===== src/rtl/ifetch_prefetch_pkg.sv =====
// Shared constants for the instruction fetch front end.
package ifetch_prefetch_pkg;

  localparam int          INST_W   = 32;
  localparam logic [31:0] INST_NOP = 32'h0000_0013;  // addi x0, x0, 0
  localparam int          PC_STEP  = 4;

endpackage


===== src/rtl/ifetch_prefetch_if.sv =====
// Instruction memory request/response channel: req/gnt transfer, in-order rvalid.
interface ifetch_prefetch_if #(
  parameter int ADDR_W = 32
);
  import ifetch_prefetch_pkg::*;

  logic              req;
  logic [ADDR_W-1:0] addr;
  logic              gnt;
  logic              rvalid;
  logic [INST_W-1:0] rdata;

  modport master (output req, addr, input gnt, rvalid, rdata);
  modport slave  (input req, addr, output gnt, rvalid, rdata);

endinterface


===== src/rtl/ifetch_prefetch_fetch_buf.sv =====
// Circular prefetch buffer. Entries are reserved at request time (tail),
// filled in order as responses arrive (fill), and popped to decode (head).
module fetch_buf
  import ifetch_prefetch_pkg::*;
#(
  parameter int ADDR_W = 32,
  parameter int DEPTH  = 4
) (
  input  logic                   clk,
  input  logic                   rst,
  input  logic                   clear,
  input  logic                   reserve,
  input  logic [ADDR_W-1:0]      reserve_addr,
  input  logic                   fill,
  input  logic [INST_W-1:0]      fill_data,
  input  logic                   pop,
  output logic                   head_filled,
  output logic [ADDR_W-1:0]      head_addr,
  output logic [INST_W-1:0]      head_data,
  output logic [$clog2(DEPTH):0] count,
  output logic [$clog2(DEPTH):0] unfilled
);

  localparam int IW = $clog2(DEPTH);
  localparam int PW = IW + 1;

  // Pointers carry one extra wrap bit so full and empty are distinguishable.
  logic [PW-1:0]     head_ptr, fill_ptr, tail_ptr;
  logic [DEPTH-1:0]  filled;
  logic [ADDR_W-1:0] addr_mem [DEPTH];
  logic [INST_W-1:0] data_mem [DEPTH];

  assign count       = tail_ptr - head_ptr;
  assign unfilled    = tail_ptr - fill_ptr;
  assign head_filled = filled[head_ptr[IW-1:0]];
  assign head_addr   = addr_mem[head_ptr[IW-1:0]];
  assign head_data   = data_mem[head_ptr[IW-1:0]];

  // Pointer and filled-flag bookkeeping; clear wipes every entry at once.
  // NOTE: sequential state uses non-blocking assignments so every flop samples pre-edge values.
  always_ff @(posedge clk or negedge rst) begin
    if (!rst) begin
      head_ptr <= '0;
      fill_ptr <= '0;
      tail_ptr <= '0;
      filled   <= '0;
    end else if (clear) begin
      head_ptr <= '0;
      fill_ptr <= '0;
      tail_ptr <= '0;
      filled   <= '0;
    end else begin
      if (reserve) tail_ptr <= tail_ptr + PW'(1);
      if (fill) begin
        filled[fill_ptr[IW-1:0]] <= 1'b1;
        fill_ptr                 <= fill_ptr + PW'(1);
      end
      if (pop) begin
        filled[head_ptr[IW-1:0]] <= 1'b0;
        head_ptr                 <= head_ptr + PW'(1);
      end
    end
  end

  // Entry payload storage written on reserve (address) and fill (instruction).
  // NOTE: payload arrays are not reset; the filled flags alone decide whether they are observed.
  always_ff @(posedge clk) begin
    if (reserve) addr_mem[tail_ptr[IW-1:0]] <= reserve_addr;
    if (fill)    data_mem[fill_ptr[IW-1:0]] <= fill_data;
  end

endmodule


===== src/rtl/ifetch_prefetch.sv =====
// Fetch front end: PC generation, pipelined instruction memory requests,
// stale-response dropping after redirects, and the decode-facing output mux.
module ifetch_prefetch
  import ifetch_prefetch_pkg::*;
#(
  parameter int                ADDR_W   = 32,
  parameter int                DEPTH    = 4,
  parameter logic [ADDR_W-1:0] RESET_PC = '0
) (
  input  logic               clk,
  input  logic               rst,
  input  logic               jump_en_i,
  input  logic [ADDR_W-1:0]  jump_addr_i,
  input  logic               hold_flag_i,
  ifetch_prefetch_if.master  rom,
  output logic               inst_valid_o,
  output logic [INST_W-1:0]  inst_o,
  output logic [ADDR_W-1:0]  inst_addr_o
);

  localparam int             CW      = $clog2(DEPTH) + 1;
  localparam int             DW      = $clog2(2 * DEPTH) + 1;
  localparam logic [CW-1:0]  DEPTH_C = CW'(DEPTH);

  logic [ADDR_W-1:0] pc;
  logic              req_en;
  logic [DW-1:0]     drop_cnt;
  logic [CW-1:0]     count, unfilled;
  logic              head_filled;
  logic [ADDR_W-1:0] head_addr;
  logic [INST_W-1:0] head_data;
  logic              grant, fill, pop, dropping, retire;

  // Request decode depends only on registered state plus the redirect input.
  assign rom.req  = req_en & (count < DEPTH_C) & ~jump_en_i;
  assign rom.addr = pc;

  assign grant    = rom.req & rom.gnt;
  assign dropping = drop_cnt != '0;
  assign fill     = rom.rvalid & ~dropping & (unfilled != '0) & ~jump_en_i;
  assign pop      = head_filled & ~hold_flag_i & ~jump_en_i;
  // A response arriving in a jump cycle retires one in-flight request either way.
  assign retire   = rom.rvalid & (dropping | (unfilled != '0));

  fetch_buf #(
    .ADDR_W (ADDR_W),
    .DEPTH  (DEPTH)
  ) u_buf (
    .clk          (clk),
    .rst          (rst),
    .clear        (jump_en_i),
    .reserve      (grant),
    .reserve_addr (pc),
    .fill         (fill),
    .fill_data    (rom.rdata),
    .pop          (pop),
    .head_filled  (head_filled),
    .head_addr    (head_addr),
    .head_data    (head_data),
    .count        (count),
    .unfilled     (unfilled)
  );

  // PC advance/redirect and the count of responses still owed to a flushed stream.
  always_ff @(posedge clk or negedge rst) begin
    if (!rst) begin
      pc       <= RESET_PC;
      req_en   <= 1'b0;
      drop_cnt <= '0;
    end else begin
      req_en <= 1'b1;
      if (jump_en_i) begin
        pc       <= jump_addr_i;
        drop_cnt <= drop_cnt + DW'(unfilled) - DW'(retire);
      end else begin
        if (grant)                   pc       <= pc + ADDR_W'(PC_STEP);
        if (rom.rvalid && dropping)  drop_cnt <= drop_cnt - DW'(1);
      end
    end
  end

  assign inst_valid_o = head_filled;
  assign inst_o       = head_filled ? head_data : INST_NOP;
  assign inst_addr_o  = head_filled ? head_addr : '0;

endmodule

===== src/flat_wrapper.sv =====
// flat-port wrapper written by rule: the top's interface ports become plain ports
module ifetch_prefetch_flat import ifetch_prefetch_pkg::*;
#(
  parameter int                ADDR_W   = 32,
  parameter int                DEPTH    = 4,
  parameter logic [ADDR_W-1:0] RESET_PC = '0
)
  (clk, rst, jump_en_i, jump_addr_i, hold_flag_i, inst_valid_o, inst_o, inst_addr_o, rom_req, rom_addr, rom_gnt, rom_rvalid, rom_rdata);
  ifetch_prefetch_if #(.ADDR_W(ADDR_W)) rom_i ();
  input  logic clk;
  input  logic rst;
  input  logic jump_en_i;
  input  logic [ADDR_W-1:0] jump_addr_i;
  input  logic hold_flag_i;
  output logic inst_valid_o;
  output logic [INST_W-1:0] inst_o;
  output logic [ADDR_W-1:0] inst_addr_o;
  output wire logic [$bits(rom_i.req)-1:0] rom_req;
  output wire logic [$bits(rom_i.addr)-1:0] rom_addr;
  input wire logic [$bits(rom_i.gnt)-1:0] rom_gnt;
  input wire logic [$bits(rom_i.rvalid)-1:0] rom_rvalid;
  input wire logic [$bits(rom_i.rdata)-1:0] rom_rdata;
  assign rom_req = rom_i.req;
  assign rom_addr = rom_i.addr;
  assign rom_i.gnt = rom_gnt;
  assign rom_i.rvalid = rom_rvalid;
  assign rom_i.rdata = rom_rdata;
  ifetch_prefetch #(.ADDR_W(ADDR_W), .DEPTH(DEPTH), .RESET_PC(RESET_PC)) u_core (.clk(clk), .rst(rst), .jump_en_i(jump_en_i), .jump_addr_i(jump_addr_i), .hold_flag_i(hold_flag_i), .rom(rom_i), .inst_valid_o(inst_valid_o), .inst_o(inst_o), .inst_addr_o(inst_addr_o));
endmodule

===== config.mk =====
export PLATFORM = sky130hd
export DESIGN_NAME = ifetch_prefetch_flat
export DESIGN_NICKNAME = d
export VERILOG_FILES = /design/src/rtl/ifetch_prefetch_pkg.sv /design/src/rtl/ifetch_prefetch_if.sv /design/src/rtl/ifetch_prefetch_fetch_buf.sv /design/src/rtl/ifetch_prefetch.sv /design/src/flat_wrapper.sv
export SDC_FILE = /design/constraint.sdc
export NUM_CORES = 1
export LEC_CHECK = 0
export BUFFER_PORTS_ARGS = -buffer_cell sky130_fd_sc_hd__buf_2
export CAP_MARGIN = 20
export CORE_MARGIN = 1.5
export CORE_UTILIZATION = 52
export DETAILED_ROUTE_END_ITERATION = 10
export GPL_TIMING_DRIVEN = 0
export MAX_ROUTING_LAYER = met4
export PLACE_DENSITY = 0.76
export SLEW_MARGIN = 20
export SYNTH_ARGS = -nofsm -noshare
export SYNTH_HDL_FRONTEND = slang
export SYNTH_HIERARCHICAL = 1
export SYNTH_SLANG_ARGS = --single-unit

===== constraint.sdc =====
create_clock -name clk -period 3.3 [get_ports clk]
set_input_delay 0.66 -clock clk [delete_from_list [all_inputs] [get_ports clk]]
set_output_delay 0.66 -clock clk [all_outputs]
set_load 0.01 [all_outputs]

==> metrics, run 1 <==
warning count from the yosys run 6; Final GP Congestion around 0.86; syn_nets 862; FILL cells 1,731; # setup viols final 0; fin crit period between 3 and 4 ns; die width between 150 and 200 um; worst setup path start u_core/u_buf/fill_ptr[0]; Final Hold Slack 0.157 ns; crit-path max cell delay between 0.6 and 0.7 ns; number of buffers added on ports around 170; Hold Vio Cnt, Final 0; CTS tree built; Synth Instances 767; DR WL/cell roughly 22 um; number of cells on the worst reg-to-reg path 12; placed inst area around 14,000 sq um; layout cells sized above 1 34.5%; Final Net Count 1,084; RR Startpoint u_core/u_buf/fill_ptr[0]; Initial Util about 53%; crit start category flip-flop; setup TNS 0 ns; Power, Total about 8.3 mW; initial antenna violation count 3; Die Ht 161 um; DRT iter0 DRCs roughly 730; post-detail-place hpwl roughly 19,000 um; Max-Cap Viols 0; maximum number of pins on one net before global-route repair 51; vias in the first global route around 7,800; Root Driver clkbuf_16; Core ar. ~24,000 sq um; Worst-path clk slew about 0.060 ns; H-tree Lvls 1; clock buffer depth 3; crit path DAT between 3 and 4 ns; FF-to-FF setup slack 0.06 ns; peak supply drop between 0.4 and 0.5 mV; drt total wl slightly below 30,000 um; total gr overflow 0; Slew HR approximately 53%; drt drc 0; CP max stage cell or4b_2; Synth Cell Area around 13,000 sq um; Final Cycle Share a little over nine tenths; pwr/cell area 531 nW/um^2; Syn-to-layout area delta 20.3%; cells along the critical path ha_2 > fa_1 > inv_2 > o31ai_4 > nand2_1 > ha_2 > inv_1 > ha_1 > a21o_1 > a21oi_2 > a21oi_1 > or4b_2; worst min path class in -> async; Final Instance Area around 16,000 sq um; Num CTS Buffers 30; Worst Path Required about 3.7 ns; Clock Skew ~0.02 ns; # clock sinks 306; Clock Latency Late Sink about 0.56 ns; Fmax achieved 0.308 GHz; Detail Route Antenna Nets 0; Row Count 57; global-route wire length before repair 44,000 um; # IOs 168; Lkg Pwr roughly 5.7 nW; Vias approximately 7,700; all-layer global routing usage 22.9%; Slew Viols, Final 0; Pre-antenna DRT Iters 7; RSZ-0062 raised after global routing true; Place WS -0.322 ns; Final Worst Setup Slack 0.0563 ns; Reg-to-Reg End u_core/drop_cnt[3]; outcome finished, final reports clean; most used cell, CP ha_2; Crit Path Class reg -> reg; total die area 25,900 sq um; type of destination of the critical path flip-flop; Syn Area/Cell 16.9 sq um; vias per cell a little under 6; crit-path max FO 5; measured slew at the worst slew-check pin between 0.6 and 0.7 ns
-- power by group --
group / switching [mW] / leakage [nW] / internal (mW)
combinational: 0.356 / 2.28 / 0.280
sequential: 0.127 / 2.91 / 4.30
clock: 1.40 / 0.458 / 1.83
-- what timing repair did --
action / in CTS / in global routing
gates resized for setup: 13 / 10
hold buffers: 0 / 0
endpoints found under the setup margin: 179 / 68
cloned: 0 / 1
hold endpoints to repair: 0 / 0
pin swaps: 6 / 3
buffers inserted: 9 / 6
-- critical path: cells and delay by family (launching register included) --
kind | cells | cell delay, ns
AO/OA/AOI/OAI | 4 | 0.64
adder cells (fa/ha/maj) | 4 | 1.21
buffers and inverters | 2 | 0.10
flip-flops | 1 | 0.44
AND/OR/NAND/NOR | 2 | 0.73
-- state kept, by name (all words and copies together) (netlist names) --
signal and count:
u_core/u_buf/data_mem 128, u_core/req_en 1, u_core/u_buf/addr_mem 128, u_core/u_buf/tail_ptr 3, u_core/u_buf/head_ptr 3, u_core/drop_cnt 4
u_core/u_buf/fill_ptr 3, u_core/rom.addr 32, u_core/u_buf/filled 4
-- metal layers --
| layer | wire [um] | share of wire, % | vias to the layer above | GRT usage [%] |
|---|---|---|---|---|
| li1 | - | - | 3443 | - |
| met1 | 11800 | 41 | 3911 | 30.2 |
| met2 | 14300 | 49 | 303 | 36.8 |
| met3 | 1760 | 6.1 | 70 | 2.85 |
| met4 | 1020 | 3.5 | 0 | 8.75 |
| met5 | 0 | 0 | - | - |
-- how the worst max path moves through the flow --
stage | end | slack, ns
3_3_place_gp | u_core/u_buf/data_mem[1][13] | -0.99
5_1_grt | u_core/drop_cnt[3] | -0.06
3_5_place_dp | u_core/u_buf/addr_mem[2][6] | -0.32
2_1_floorplan | u_core/u_buf/addr_mem[0][0] | 0.13
6_report | u_core/drop_cnt[3] | 0.06
4_1_cts | inst_addr_o[15] | 0.005
-- placed cells by master (no fill, tap or decap), types with 6 or more instances in the layout --
master     count
or4_1         20
buf_16         6
mux4_2        65
nand3_1       17
nand2_1       30
dfrtp_1       48
o31ai_1       12
o21ai_0       16
xnor2_1       16
clkbuf_1      25
or3_1          8
a21oi_1        8
clkinv_2       7
inv_1         22
buf_4         14
buf_12        10
nor2_1        22
clkbuf_16     30
nand4_1        9
edfxtp_1     256
a31oi_1       14
ha_1          20
and2_1        64
buf_2        176
-- final cells by class --
| cell class | count | area (sq um) | area share (%) |
|---|---|---|---|
| Sequential cell | 306 | 8940 | 57.2 |
| Multi-Input combinational cell | 396 | 3790 | 24.2 |
| Timing Repair Buffer | 190 | 1210 | 7.72 |
| Clock buffer | 42 | 826 | 5.28 |
| Tap cell | 324 | 405 | 2.59 |
| Buffer | 40 | 249 | 1.59 |
| Clock inverter | 14 | 113 | 0.720 |
| Inverter | 25 | 93.8 | 0.600 |
| Antenna cell | 3 | 7.51 | 0.0480 |
-- through the flow --
step / utilization, % / std cells
4_1_cts: 63.7 / 1330
2_1_floorplan: - / 767
5_1_grt: 64.1 / 1340
3_3_place_gp: 58.4 / 1258
3_5_place_dp: 59.2 / 1266
6_report: 64.1 / 1340
No activity file was read; power rests on OpenSTA's default activity.
==> inputs of run 2 (changes only) <==
CELL_PAD_IN_SITES_DETAIL_PLACEMENT = 1   (was not set)
CELL_PAD_IN_SITES_GLOBAL_PLACEMENT = 1   (was not set)
CORE_UTILIZATION = 44   (was 52)
PLACE_DENSITY = not set   (was 0.76)
PLACE_DENSITY_LB_ADDON = 0.3   (was not set)
==> run 2 against run 1 <==
Sequential power is essentially flat. Core utilization decreased by 10 points. Setup slack improved by 0.088 ns. Sequential share of layout area is 0.082 points higher. Power up 0.54%. Critical path type is now reg -> out. Largest power group unchanged.
==> metrics, run 2 (synthesis results as in run 1) <==
outcome finished, final reports clean (unchanged); Final Worst Setup Slack 0.145 ns (was 0.0563 ns); Vias 7,572 (was 7,727); Place WS -0.443 ns (was -0.322 ns); crit path DAT 2.50 ns (was 3.65 ns); Psw 1.91 mW (was 1.89 mW); Num CTS Buffers 31 (was 30); RR Startpoint u_core/u_buf/head_ptr[0] (was u_core/u_buf/fill_ptr[0]); Final Hold Slack 0.143 ns (was 0.157 ns); pwr/cell area 534 nW/um^2 (was 531 nW/um^2); measured slew at the worst slew-check pin 0.722 ns (was 0.698 ns); Fmax achieved 0.317 GHz (was 0.308 GHz); commonest non-fill, non-tap cells in the layout edfxtp_1 (256), buf_2 (174), mux4_2 (65), and2_1 (64), dfrtp_1 (48) (was edfxtp_1 (256), buf_2 (176), mux4_2 (65), and2_1 (64), dfrtp_1 (48)); Hold Vio Cnt, Final 0 (unchanged); drt drc 0 (unchanged); FF-to-FF setup slack 0.16 ns (was 0.06 ns); fin cells 1,393 (was 1,340); total gr overflow 0 (unchanged); Comb pwr share 7.6% (was 7.7%); Worst Path Required 2.64 ns (was 3.71 ns); H-tree Lvls 1 (unchanged); clock buffer depth 3 (unchanged); DR WL/cell 22.4 um (was 21.5 um); drt total wl 31,200 um (was 28,800 um); post-detail-place hpwl 21,400 um (was 18,700 um); Row Count 62 (was 57); switching share of total power 22.9% (was 22.7%); FILL cells 2,804 (was 1,731); Pre-antenna DRT Iters 4 (was 7); Detail Route Antenna Nets 0 (unchanged); register area 8940 sq um (unchanged); Core ar. 28,900 sq um (was 24,400 sq um); maximum number of pins on one net before global-route repair 51 (unchanged); DRT iter0 DRCs 528 (was 732); Internal Dissipation 6.43 mW (was 6.41 mW); part of the power in registers 53.2% (was 53.4%); Initial Util 45.0% (was 53.3%); # clock sinks 306 (unchanged); die width 175 um (was 161 um); Clock Skew 0.0111 ns (was 0.0202 ns); Lkg Pwr 5.62 nW (was 5.65 nW); Root Driver clkbuf_16 (unchanged); Syn-to-layout area delta 20.1% (was 20.3%); global-route wire length before repair 49,000 um (was 44,000 um); Inst Count DP 1,326 (was 1,266); vias per cell 5.44 (was 5.77); Final GP Congestion 0.800 (was 0.861); peak supply drop 0.408 mV (was 0.492 mV); Final Net Count 1,077 (was 1,084); Final Cycle Share 95.6% (was 98.3%); worst min path class in -> async (unchanged); layout cells sized above 1 34.1% (was 34.5%); # IOs 168 (unchanged); Die Ht 175 um (was 161 um); Clock power frac 39.2% (was 39.0%); number of cells on the worst reg-to-reg path 9 (was 12); all-layer global routing usage 21.6% (was 22.9%); Clock Latency Late Sink 0.56 ns (about the same); crit start category flip-flop (unchanged); Slew HR 51.8% (was 53.4%); vias in the first global route 8,255 (was 7,777); hold_buf cts 0 (unchanged); number of buffers added on ports 167 (unchanged); final core occ 54.1% (was 64.1%); initial antenna violation count 1 (was 3); type of destination of the critical path output port (was flip-flop); Slew Viols, Final 0 (unchanged); crit-path max FO 10 (was 5); fin crit period 3.16 ns (was 3.24 ns); Reg-to-Reg End u_core/rom.addr[26] (was u_core/drop_cnt[3]); most common cell after layout, fill and taps aside edfxtp_1 (unchanged); total die area 30,600 sq um (was 25,900 sq um); Max-Cap Viols 0 (unchanged); Crit Path Class reg -> out (was reg -> reg); Worst-path clk slew 0.06 ns (about the same); area of the multi-input gates 3750 sq um (was 3790 sq um); CTS tree built (unchanged); # setup viols final 0 (unchanged)
[run 2: worst max-delay path by stage]
| stage | startpoint | to | slack, ns | depth (start not counted) |
|---|---|---|---|---|
| final | u_core/u_buf/head_ptr[0] | inst_addr_o[20] | 0.14 | 8 |
| after global routing | u_core/u_buf/head_ptr[0] | u_core/rom.addr[27] | -0.004 | 9 |
| after CTS | u_core/u_buf/tail_ptr[0] | u_core/drop_cnt[3] | 0.007 | 13 |
| after detailed placement | jump_en_i | u_core/u_buf/filled[0] | -0.44 | 9 |
| after global placement | jump_en_i | u_core/u_buf/data_mem[1][5] | -1.04 | 7 |
| after floorplan | u_core/u_buf/tail_ptr[0] | u_core/u_buf/addr_mem[0][0] | 0.13 | 9 |
[run 2: power by group through the flow]
stage / sequential, mW / combinational [mW] / clock, mW
floorplan: 4.48 / 0.354 / 0
global placement: 4.51 / 0.583 / 0
detailed placement: 4.52 / 0.613 / 0
CTS: 4.43 / 0.633 / 3.35
global route: 4.45 / 0.716 / 3.48
finish: 4.43 / 0.638 / 3.27
[run 2: routing by layer]
metal  GRT usage (%)  part of all wire [%]  vias to the layer above
met5               -                     0                        -
met4            4.42                   1.8                        0
met3            3.37                   5.2                       41
met2            36.4                    51                      201
met1            27.8                    42                     3903
li1                -                     -                     3427
[run 2: area by class of cell]
cell class / count / area share (%)
Multi-Input combinational cell: 395 / 24.0
Inverter: 25 / 0.601
Sequential cell: 306 / 57.3
Buffer: 40 / 1.76
Clock inverter: 18 / 0.737
Timing Repair Buffer: 183 / 7.17
Clock buffer: 40 / 5.31
Tap cell: 384 / 3.08
Antenna cell: 2 / 0.0321
[run 2: worst max-delay path, stage by stage, from the launching register on]
cell      delay (ns)
dfrtp_2         0.45
buf_6           0.14
buf_12          0.15
buf_12          0.15
mux4_2          0.33
buf_6           0.18
clkbuf_4        0.20
and2_1          0.17
buf_2           0.14
[run 2: stage by stage]
step | area [sq um] | total power [mW] | TNS [ns]
2_1_floorplan | 13000 | 4.84 | 0
3_3_place_gp | 14300 | 5.09 | -250.60
3_5_place_dp | 14500 | 5.13 | -82.95
4_1_cts | 15500 | 8.42 | 0
5_1_grt | 15600 | 8.65 | -0.00449
6_report | 15600 | 8.34 | 0
[run 2: what timing repair did]
item,in CTS,in global routing
resized for setup,21,13
pin swaps,1,4
endpoints found under the setup margin,185,151
buffers inserted,2,6
==> inputs of run 3 (changes only) <==
ABC_AREA = 1   (was not set)
CORE_UTILIZATION = 41   (was 44)
==> run 3 against run 2 <==
Cell count is 71% higher. Critical endpoint is now inst_o[0]. Fmax is 0.94% lower. Clock skew is 0.011 ns higher. Largest power group unchanged. Routed wire length is 39% higher. Non-clock buffer count is 15 higher.
==> metrics, run 3 <==
outcome finished, final reports clean (unchanged); Lkg Pwr 8.86 nW (was 5.62 nW); fin crit period 3.19 ns (was 3.16 ns); Core ar. 35,800 sq um (was 28,900 sq um); global-route wire length before repair 67,900 um (was 49,000 um); H-tree Lvls 2 (was 1); Die Ht 194 um (was 175 um); vias in the first global route 12,432 (was 8,255); Row Count 69 (was 62); all-layer global routing usage 23.9% (was 21.6%); total gr overflow 0 (unchanged); DR WL/cell 18.2 um (was 22.4 um); vias per cell 4.89 (was 5.44); post-detail-place hpwl 29,700 um (was 21,400 um); # IOs 168 (unchanged); warning count from the yosys run 6 (unchanged); clock buffer depth 3 (unchanged); Final Cycle Share 96.5% (was 95.6%); Worst Path Required 2.64 ns (about the same); FILL cells 4,225 (was 2,804); # clock sinks 306 (unchanged); crit path DAT 2.53 ns (was 2.50 ns); measured slew at the worst slew-check pin 0.918 ns (was 0.722 ns); met2 routed wirelength 22,100 um (was 15,900 um); most common cell after layout, fill and taps aside nand2_1 (was edfxtp_1); maximum number of pins on one net before global-route repair 51 (unchanged); CTS tree built (unchanged); Final GP Congestion 0.829 (was 0.800); fin cells 2,388 (was 1,393); pwr/cell area 513 nW/um^2 (was 534 nW/um^2); Final Hold Slack 0.211 ns (was 0.143 ns); register area 8940 sq um (about the same); Crit Path Class reg -> out (unchanged); highest metal used met4 (unchanged); number of buffers added on ports 167 (unchanged); Num CTS Buffers 35 (was 31); setup TNS 0 ns (unchanged); Worst-path clk slew 0.06 ns (about the same); Final Net Count 1,993 (was 1,077); Post-Route M1 WL 18,500 um (was 13,100 um); type of destination of the critical path output port (unchanged); Fmax achieved 0.314 GHz (was 0.317 GHz); crit start category flip-flop (unchanged); Final Worst Setup Slack 0.115 ns (was 0.145 ns); final core occ 49.5% (was 54.1%); Slew Viols, Final 0 (unchanged); syn_nets 1,783 (was 862); # setup viols final 0 (unchanged); Power, Total 9.11 mW (was 8.34 mW); placed inst area 16,600 sq um (was 14,500 sq um); RSZ-0062 raised after global routing false; Final Instance Area 17,700 sq um (was 15,600 sq um); Synth Instances 1,688 (was 767); drt total wl 43,400 um (was 31,200 um); die width 194 um (was 175 um); total die area 37,800 sq um (was 30,600 sq um); Max-Cap Viols 0 (unchanged); commonest non-fill, non-tap cells in the layout nand2_1 (551), inv_1 (386), edfxtp_1 (256), buf_2 (197), nand3_1 (195) (was edfxtp_1 (256), buf_2 (174), mux4_2 (65), and2_1 (64), dfrtp_1 (48)); Root Driver clkbuf_16 (unchanged); hold_buf cts 0 (unchanged); Syn Area/Cell 8.89 sq um (was 16.9 sq um); crit-path max FO 10 (unchanged); Synth Cell Area 15,000 sq um (was 13,000 sq um); Initial Util 41.9% (was 45.0%); layout cells sized above 1 16.8% (was 34.1%); DRT iter0 DRCs 615 (was 528); Vias 11,683 (was 7,572); Clock Skew 0.0217 ns (was 0.0111 ns); drt drc 0 (unchanged); Pre-antenna DRT Iters 5 (was 4); Syn-to-layout area delta 18.2% (was 20.1%); Slew HR 38.8% (was 51.8%); Place WS -0.316 ns (was -0.443 ns); initial antenna violation count 0 (was 1); peak supply drop 0.297 mV (was 0.408 mV); Detail Route Antenna Nets 0 (unchanged); area of the multi-input gates 4210 sq um (was 3750 sq um); worst min path class in -> async (unchanged); Inst Count DP 2,324 (was 1,326); Clock Latency Late Sink 0.52 ns (was 0.56 ns); Hold Vio Cnt, Final 0 (unchanged); routed wl met3 1780 um (was 1630 um)
[run 3: critical path: stages, from the launching register on]
cell and delay (ns):
dfrtp_1 0.44, buf_4 0.21, clkbuf_4 0.21, nand2_1 0.10, nand3_1 0.10, nand2_2 0.13
clkbuf_8 0.21, inv_1 0.13, or2_2 0.32, buf_2 0.15
[run 3: layout make-up]
| cell class | instances | area share, % |
|---|---|---|
| Antenna cell | 3 | 0.0423 |
| Buffer | 63 | 2.26 |
| Clock buffer | 42 | 5.26 |
| Clock inverter | 21 | 0.938 |
| Inverter | 401 | 8.50 |
| Multi-Input combinational cell | 916 | 23.7 |
| Sequential cell | 306 | 50.4 |
| Tap cell | 461 | 3.25 |
| Timing Repair Buffer | 175 | 5.67 |
[run 3: repair_timing]
| item | 4_1_cts | 5_1_grt |
|---|---|---|
| setup endpoints to repair | 192 | 99 |
| resized for setup | 12 | 12 |
| buffers inserted | 0 | 0 |
| pin swaps | 0 | 1 |
| cloned | 0 | 0 |
[run 3: report_power, final]
| part | switching (mW) | leakage (nW) | internal, mW | total [mW] |
|---|---|---|---|---|
| registers | 0.170 | 2.93 | 4.33 | 4.50 |
| clock network | 1.55 | 0.539 | 2.18 | 3.73 |
| logic | 0.563 | 5.39 | 0.319 | 0.883 |
| total | 2.28 | 8.86 | 6.83 | 9.11 |
[run 3: final timing paths]
check	from	cells after the start	slack, ns	to
max in group asynchronous	rst	1	2.54	u_core/u_buf/head_ptr[1]
hold / removal	rst	1	0.21	u_core/rom.addr[3]
min in group clk	rom_rdata[7]	1	0.35	u_core/u_buf/data_mem[1][7]
setup reg to reg	u_core/u_buf/tail_ptr[0]	15	0.19	u_core/drop_cnt[2]
hold reg to reg	u_core/u_buf/filled[2]	2	0.53	u_core/u_buf/filled[2]
setup / recovery	u_core/u_buf/head_ptr[0]	9	0.11	inst_o[0]
[run 3: layer usage]
layer | global-route usage (%) | vias to the layer above
met1 | 29.1 | 5736
met3 | 2.65 | 68
li1 | - | 5621
met2 | 42.4 | 258
met5 | - | -
met4 | 5.87 | 0
